`config.mk`:
```
export PLATFORM = sky130hd
export DESIGN_NAME = mem_rw_arbiter_flat
export DESIGN_NICKNAME = d
export VERILOG_FILES = /design/src/rtl/mem_rw_arbiter_if.sv /design/src/rtl/mem_rw_arbiter.sv /design/src/flat_wrapper.sv
export SDC_FILE = /design/constraint.sdc
export NUM_CORES = 1
export LEC_CHECK = 0
export CORE_MARGIN = 10
export CORE_UTILIZATION = 40
export DETAILED_ROUTE_END_ITERATION = 7
export PLACE_DENSITY = 0.87
export SLEW_MARGIN = 10
export SYNTH_ARGS = -nofsm -noshare
export SYNTH_HDL_FRONTEND = slang
export SYNTH_SLANG_ARGS = --single-unit
```
`constraint.sdc`:
```
create_clock -name ddr_clk_i -period 2.44 [get_ports ddr_clk_i]
set_input_delay 0.488 -clock ddr_clk_i [delete_from_list [all_inputs] [get_ports ddr_clk_i]]
set_output_delay 0.488 -clock ddr_clk_i [all_outputs]
set_load 0.01 [all_outputs]
```
`src/rtl/mem_rw_arbiter_if.sv`:
```
// Command/strobe bundle between the two DDR burst requesters, the arbiter and the DDR controller.
// The slave modport is the arbiter's view; master is the surrounding environment.
interface mem_rw_arbiter_if #(
   parameter int unsigned ADDR_WIDTH = 30
);
   logic                  wr_ddr_req_i;
   logic [7:0]            wr_ddr_len_i;
   logic [ADDR_WIDTH-1:0] wr_ddr_addr_i;
   logic                  wr_ddr_data_req_o;
   logic                  wr_ddr_finish_o;
   logic                  rd_ddr_req_i;
   logic [7:0]            rd_ddr_len_i;
   logic [ADDR_WIDTH-1:0] rd_ddr_addr_i;
   logic                  rd_ddr_data_valid_o;
   logic                  rd_ddr_finish_o;
   logic                  mem_req_o;
   logic                  mem_wr_o;
   logic [7:0]            mem_len_o;
   logic [ADDR_WIDTH-1:0] mem_addr_o;
   logic                  mem_wr_data_req_i;
   logic                  mem_rd_data_valid_i;
   logic                  mem_finish_i;
   logic                  timeout_err_o;

   modport slave (
      input  wr_ddr_req_i, wr_ddr_len_i, wr_ddr_addr_i,
      input  rd_ddr_req_i, rd_ddr_len_i, rd_ddr_addr_i,
      input  mem_wr_data_req_i, mem_rd_data_valid_i, mem_finish_i,
      output wr_ddr_data_req_o, wr_ddr_finish_o,
      output rd_ddr_data_valid_o, rd_ddr_finish_o,
      output mem_req_o, mem_wr_o, mem_len_o, mem_addr_o, timeout_err_o
   );

   modport master (
      output wr_ddr_req_i, wr_ddr_len_i, wr_ddr_addr_i,
      output rd_ddr_req_i, rd_ddr_len_i, rd_ddr_addr_i,
      output mem_wr_data_req_i, mem_rd_data_valid_i, mem_finish_i,
      input  wr_ddr_data_req_o, wr_ddr_finish_o,
      input  rd_ddr_data_valid_o, rd_ddr_finish_o,
      input  mem_req_o, mem_wr_o, mem_len_o, mem_addr_o, timeout_err_o
   );
endinterface

```
`src/rtl/mem_rw_arbiter.sv`:
```
// Round-robin arbiter sharing one DDR controller command port between a write and a read requester.
// Optional per-burst watchdog is enabled by defining ARB_WATCHDOG_EN.
module mem_rw_arbiter #(
   parameter int unsigned ADDR_WIDTH     = 30,
   parameter int unsigned TIMEOUT_CYCLES = 4096
) (
   input  logic             ddr_clk_i,
   input  logic             ddr_rst_n_i,
   mem_rw_arbiter_if.slave  bus_io
);
   typedef enum logic [1:0] {StIdle, StWrBusy, StRdBusy, StGap} state_e;

   state_e                state_q, state_d;
   logic                  last_wr_q, last_wr_d;
   logic                  mem_req_q, mem_req_d;
   logic                  mem_wr_q, mem_wr_d;
   logic [7:0]            mem_len_q, mem_len_d;
   logic [ADDR_WIDTH-1:0] mem_addr_q, mem_addr_d;
   logic                  wr_fin_q, wr_fin_d;
   logic                  rd_fin_q, rd_fin_d;
   logic                  busy, timeout, grant_wr, grant_rd;

   assign busy = (state_q == StWrBusy) || (state_q == StRdBusy);
   // Contested requests go to the side that did not win last time.
   assign grant_wr = bus_io.wr_ddr_req_i && (!bus_io.rd_ddr_req_i || !last_wr_q);
   assign grant_rd = bus_io.rd_ddr_req_i && !grant_wr;

`ifdef ARB_WATCHDOG_EN
   localparam int unsigned CntW = (TIMEOUT_CYCLES > 1) ? $clog2(TIMEOUT_CYCLES) : 1;
   logic [CntW-1:0] cnt_q, cnt_d;
   logic            timeout_err_q, timeout_err_d;

   assign timeout       = busy && (cnt_q == CntW'(TIMEOUT_CYCLES - 1)) && !bus_io.mem_finish_i;
   assign cnt_d         = busy ? cnt_q + CntW'(1) : '0;
   assign timeout_err_d = timeout_err_q | timeout;

   always_ff @(posedge ddr_clk_i or negedge ddr_rst_n_i) begin
      if (!ddr_rst_n_i) begin
         cnt_q         <= '0;
         timeout_err_q <= 1'b0;
      end else begin
         cnt_q         <= cnt_d;
         timeout_err_q <= timeout_err_d;
      end
   end

   assign bus_io.timeout_err_o = timeout_err_q;
`else
   assign timeout              = 1'b0;
   assign bus_io.timeout_err_o = 1'b0;
`endif

   always_comb begin
      state_d    = state_q;
      last_wr_d  = last_wr_q;
      mem_req_d  = mem_req_q;
      mem_wr_d   = mem_wr_q;
      mem_len_d  = mem_len_q;
      mem_addr_d = mem_addr_q;
      wr_fin_d   = 1'b0;
      rd_fin_d   = 1'b0;
      unique case (state_q)
         StIdle: begin
            if (grant_wr) begin
               state_d    = StWrBusy;
               last_wr_d  = 1'b1;
               mem_req_d  = 1'b1;
               mem_wr_d   = 1'b1;
               mem_len_d  = bus_io.wr_ddr_len_i;
               mem_addr_d = bus_io.wr_ddr_addr_i;
            end else if (grant_rd) begin
               state_d    = StRdBusy;
               last_wr_d  = 1'b0;
               mem_req_d  = 1'b1;
               mem_wr_d   = 1'b0;
               mem_len_d  = bus_io.rd_ddr_len_i;
               mem_addr_d = bus_io.rd_ddr_addr_i;
            end
         end
         StWrBusy, StRdBusy: begin
            // Controller has accepted the command once it starts moving data or completes.
            if (bus_io.mem_wr_data_req_i || bus_io.mem_rd_data_valid_i || bus_io.mem_finish_i) begin
               mem_req_d = 1'b0;
            end
            if (bus_io.mem_finish_i || timeout) begin
               state_d   = StGap;
               mem_req_d = 1'b0;
               wr_fin_d  = (state_q == StWrBusy);
               rd_fin_d  = (state_q == StRdBusy);
            end
         end
         StGap:   state_d = StIdle;
         default: state_d = StIdle;
      endcase
   end

   always_ff @(posedge ddr_clk_i or negedge ddr_rst_n_i) begin
      if (!ddr_rst_n_i) begin
         state_q    <= StIdle;
         last_wr_q  <= 1'b0;
         mem_req_q  <= 1'b0;
         mem_wr_q   <= 1'b0;
         mem_len_q  <= '0;
         mem_addr_q <= '0;
         wr_fin_q   <= 1'b0;
         rd_fin_q   <= 1'b0;
      end else begin
         state_q    <= state_d;
         last_wr_q  <= last_wr_d;
         mem_req_q  <= mem_req_d;
         mem_wr_q   <= mem_wr_d;
         mem_len_q  <= mem_len_d;
         mem_addr_q <= mem_addr_d;
         wr_fin_q   <= wr_fin_d;
         rd_fin_q   <= rd_fin_d;
      end
   end

   assign bus_io.wr_ddr_data_req_o   = bus_io.mem_wr_data_req_i && (state_q == StWrBusy);
   assign bus_io.rd_ddr_data_valid_o = bus_io.mem_rd_data_valid_i && (state_q == StRdBusy);
   assign bus_io.wr_ddr_finish_o     = wr_fin_q;
   assign bus_io.rd_ddr_finish_o     = rd_fin_q;
   assign bus_io.mem_req_o           = mem_req_q;
   assign bus_io.mem_wr_o            = mem_wr_q;
   assign bus_io.mem_len_o           = mem_len_q;
   assign bus_io.mem_addr_o          = mem_addr_q;
endmodule

```
`src/flat_wrapper.sv`:
```
// flat-port wrapper written by rule: the top's interface ports become plain ports
module mem_rw_arbiter_flat 
#(
   parameter int unsigned ADDR_WIDTH     = 30,
   parameter int unsigned TIMEOUT_CYCLES = 4096
)
  (ddr_clk_i, ddr_rst_n_i, bus_io_wr_ddr_req_i, bus_io_wr_ddr_len_i, bus_io_wr_ddr_addr_i, bus_io_rd_ddr_req_i, bus_io_rd_ddr_len_i, bus_io_rd_ddr_addr_i, bus_io_mem_wr_data_req_i, bus_io_mem_rd_data_valid_i, bus_io_mem_finish_i, bus_io_wr_ddr_data_req_o, bus_io_wr_ddr_finish_o, bus_io_rd_ddr_data_valid_o, bus_io_rd_ddr_finish_o, bus_io_mem_req_o, bus_io_mem_wr_o, bus_io_mem_len_o, bus_io_mem_addr_o, bus_io_timeout_err_o);
  mem_rw_arbiter_if #(.ADDR_WIDTH(ADDR_WIDTH)) bus_io_i ();
  input  logic ddr_clk_i;
  input  logic ddr_rst_n_i;
  input wire logic [$bits(bus_io_i.wr_ddr_req_i)-1:0] bus_io_wr_ddr_req_i;
  input wire logic [$bits(bus_io_i.wr_ddr_len_i)-1:0] bus_io_wr_ddr_len_i;
  input wire logic [$bits(bus_io_i.wr_ddr_addr_i)-1:0] bus_io_wr_ddr_addr_i;
  input wire logic [$bits(bus_io_i.rd_ddr_req_i)-1:0] bus_io_rd_ddr_req_i;
  input wire logic [$bits(bus_io_i.rd_ddr_len_i)-1:0] bus_io_rd_ddr_len_i;
  input wire logic [$bits(bus_io_i.rd_ddr_addr_i)-1:0] bus_io_rd_ddr_addr_i;
  input wire logic [$bits(bus_io_i.mem_wr_data_req_i)-1:0] bus_io_mem_wr_data_req_i;
  input wire logic [$bits(bus_io_i.mem_rd_data_valid_i)-1:0] bus_io_mem_rd_data_valid_i;
  input wire logic [$bits(bus_io_i.mem_finish_i)-1:0] bus_io_mem_finish_i;
  output wire logic [$bits(bus_io_i.wr_ddr_data_req_o)-1:0] bus_io_wr_ddr_data_req_o;
  output wire logic [$bits(bus_io_i.wr_ddr_finish_o)-1:0] bus_io_wr_ddr_finish_o;
  output wire logic [$bits(bus_io_i.rd_ddr_data_valid_o)-1:0] bus_io_rd_ddr_data_valid_o;
  output wire logic [$bits(bus_io_i.rd_ddr_finish_o)-1:0] bus_io_rd_ddr_finish_o;
  output wire logic [$bits(bus_io_i.mem_req_o)-1:0] bus_io_mem_req_o;
  output wire logic [$bits(bus_io_i.mem_wr_o)-1:0] bus_io_mem_wr_o;
  output wire logic [$bits(bus_io_i.mem_len_o)-1:0] bus_io_mem_len_o;
  output wire logic [$bits(bus_io_i.mem_addr_o)-1:0] bus_io_mem_addr_o;
  output wire logic [$bits(bus_io_i.timeout_err_o)-1:0] bus_io_timeout_err_o;
  assign bus_io_i.wr_ddr_req_i = bus_io_wr_ddr_req_i;
  assign bus_io_i.wr_ddr_len_i = bus_io_wr_ddr_len_i;
  assign bus_io_i.wr_ddr_addr_i = bus_io_wr_ddr_addr_i;
  assign bus_io_i.rd_ddr_req_i = bus_io_rd_ddr_req_i;
  assign bus_io_i.rd_ddr_len_i = bus_io_rd_ddr_len_i;
  assign bus_io_i.rd_ddr_addr_i = bus_io_rd_ddr_addr_i;
  assign bus_io_i.mem_wr_data_req_i = bus_io_mem_wr_data_req_i;
  assign bus_io_i.mem_rd_data_valid_i = bus_io_mem_rd_data_valid_i;
  assign bus_io_i.mem_finish_i = bus_io_mem_finish_i;
  assign bus_io_wr_ddr_data_req_o = bus_io_i.wr_ddr_data_req_o;
  assign bus_io_wr_ddr_finish_o = bus_io_i.wr_ddr_finish_o;
  assign bus_io_rd_ddr_data_valid_o = bus_io_i.rd_ddr_data_valid_o;
  assign bus_io_rd_ddr_finish_o = bus_io_i.rd_ddr_finish_o;
  assign bus_io_mem_req_o = bus_io_i.mem_req_o;
  assign bus_io_mem_wr_o = bus_io_i.mem_wr_o;
  assign bus_io_mem_len_o = bus_io_i.mem_len_o;
  assign bus_io_mem_addr_o = bus_io_i.mem_addr_o;
  assign bus_io_timeout_err_o = bus_io_i.timeout_err_o;
  mem_rw_arbiter #(.ADDR_WIDTH(ADDR_WIDTH), .TIMEOUT_CYCLES(TIMEOUT_CYCLES)) u_core (.ddr_clk_i(ddr_clk_i), .ddr_rst_n_i(ddr_rst_n_i), .bus_io(bus_io_i));
endmodule
```
==> results by group <==
Clocking
  – Root buf cell: clkbuf_8
  – CTS Buf Count: 5
  – Clock Latency Late Sink: 0.28 ns
  – Resized cells post-CTS: 0
  – CTS tree: built
  – Htree depth: 2
  – Post-CTS setup buffers: 0
  – Longest Clk Path Bufs: 2
  – CTS sink count: 44
  – Clock slew at reported path FFs: 0.08 ns
  – Post-CTS Hold Fix Bufs: 0

Detailed routing
  – Final ANT Viol Nets: 0
  – Via Count: 1851
  – Final WL: 6.19 mm
  – Initial drt markers: 24
  – Routed WL per cell: 15.7 µm
  – # DRC: 0
  – Vias per cell: 4.70
  – Drt first pass iters: 4

GRT
  – Initial antenna violation count: 0
  – Total GRT Usage: 0.144
  – Total grt overflow: 0
  – Largest net degree at the start of global routing: 43
  – Vias in the first global route: 1959
  – First-pass GRT wire length: 9.99 mm

Cells and area
  – Most frequent cells in the layout: clkdlybuf4s50_1, dfrtp_1, mux2i_1, nand2_1, o21ai_1
  – Register area: 1100 µm²
  – Area of the multi-input gates: 923 µm²
  – Area Overhead vs Synth: 68.3%
  – Layout fillers: 410
  – Commonest non-fill, non-tap cell in the layout: clkdlybuf4s50_1
  – Nets: 411
  – Share of post-route cells with drive strength above 1: 0.0463
  – Antenna Cells: 0

Worst setup path
  – Crit path max-delay family: buffers and inverters
  – RR Endpoint: u_core.state_q[1]
  – Required @ worst endpoint: 1.95 ns
  – CP max FO: 4
  – Startpoint types: flip-flop
  – Crit path DAT: 1.65 ns
  – CP peak stage delay: 0.53 ns
  – Worst R2R Path Depth: 5
  – Internal reg-to-reg setup slack: 0.71 ns
  – Slowest-stage cell, CP: clkdlybuf4s50_1
  – Critical path depth in cells: 4
  – WP buf/inv: 2
  – CP Capture Type: output port
  – Crit Path Class: reg2out
  – Worst path cell trace: inv_1 -> ha_1 -> and2_1 -> clkdlybuf4s50_1
  – Reg-to-reg startpoint: u_core.state_q[0]
  – Worst setup path start: u_core.state_q[0]

STA
  – Final hold slack: 0.232 ns
  – Max-slew headroom: 0.558
  – Final hold violation count: 0
  – RSZ-0062 raised after global routing: no
  – Slew Viols, Final: 0
  – Fin crit share: 0.878
  – Layout Skew: 0.00377 ns
  – Final setup margin: 0.298 ns
  – Setup TNS: 0 ns
  – Fmax: 0.467 GHz
  – Number of setup violations in the final report: 0
  – Min Tclk post-route: 2.14 ns
  – Slew @ Worst Pin: 0.662 ns

Pwr
  – Pleak: 1.55 nW
  – Tot Pwr: 3.57 mW
  – Peak supply drop: 471 µV
  – PwrDens: 1010 nW/µm²

Logic synthesis
  – Avg Inst Size Synth: 10.6 µm²
  – Syn Inst Count: 198
  – Post-synth top area share: 0.527
  – Cell accounting for the most synthesized area: dfrtp_1
  – Synthesized area: 2090 µm²
  – Synth cell types: 20
  – Synth Net Count: 286
  – Ranking of synthesized cells by area: dfrtp_1, mux2i_1, o21ai_1, nand2_1, ha_1
  – Synth warn: 0
  – Seq cells post-synth: 44
  – Post-synthesis sequential area ratio: 0.527

Floorplanning
  – Die height: 92.3 µm
  – Core ar.: 5070 µm²
  – Die X: 92.3 µm
  – Core Rows: 26
  – Die Area: 8520 µm²
  – I/O pins: 128
  – Initial core utilization: 0.412

Placement
  – Post-Place Worst Slack: 0.328 ns
  – Routability congestion estimate: 0.751
  – Post-DP HPWL: 5.08 mm
  – I/O Buffers: 126

Status
  – Status: finished, final reports clean

Min path
  – HP Class: in2async

Run
  – Max-cap viol count: 0
-- cells by family (layout without fill, tap and decap cells) --
family          Yosys count  after routing  share of synthesized area
flops                    44             44                      0.527
fa+ha+maj                 5              5                     0.0299
other cells               1              1                    0.00179
buf+inv                  16            142                     0.0407
compound gates           46             46                      0.116
mux                      41             41                      0.197
simple gates             45             45                     0.0880
-- synthesized netlist by cell type (all sizes together) --
cell type	number
nor3b	1
a21boi	1
inv	3
a31oi	1
o31ai	2
dfrtp	44
nand2	38
nor2	1
clkbuf	3
mux2	1
ha	5
o21ai	39
a21oi	3
mux2i	40
and2	3
buf	10
nor3	1
conb	1
and3	1
-- stage by stage --
step           utilization  area (µm²)  std cells
2_1_floorplan            -        2090        198
3_3_place_gp         0.676        3430        386
3_5_place_dp         0.676        3430        386
4_1_cts              0.694        3520        394
5_1_grt              0.694        3520        394
6_report             0.694        3520        394
-- sequential cells by signal, indices dropped and copies added (netlist names) --
name and cells:
u_core.bus_io.mem_addr_o 30, u_core.bus_io.mem_len_o 8, u_core.bus_io.mem_req_o 1, u_core.bus_io.mem_wr_o 1, u_core.bus_io.rd_ddr_finish_o 1, u_core.bus_io.wr_ddr_finish_o 1, u_core.state_q 2
-- per-layer routing --
metal	up-vias	wire, µm	GRT usage
met1	844	2550	0.166
met4	0	72	0.0398
met5	-	0	0
li1	926	-	-
met3	6	479	0.0541
met2	75	3100	0.246
-- power breakdown --
group / switching [mW] / internal, mW
registers: 0.180 / 1.07
logic: 0.838 / 1.02
clock network: 0.223 / 0.231
total: 1.24 / 2.33
-- how the worst max path moves through the flow --
stage                     slack (ns)                         end
after floorplan                 0.97           u_core.state_q[1]
after global placement          0.34  bus_io_rd_ddr_data_valid_o
after detailed placement        0.33  bus_io_rd_ddr_data_valid_o
after CTS                       0.27  bus_io_rd_ddr_data_valid_o
after global routing            0.22  bus_io_rd_ddr_data_valid_o
final                           0.30  bus_io_rd_ddr_data_valid_o
-- cell type report --
| class | count | share of cell area |
|---|---|---|
| repair buffers | 131 | 0.371 |
| flip-flops and latches | 44 | 0.313 |
| multi-input cells | 138 | 0.262 |
| clock buffers | 8 | 0.0256 |
| well taps | 70 | 0.0249 |
| inverters | 3 | 0.00320 |
No activity file was read; power rests on OpenSTA's default activity.
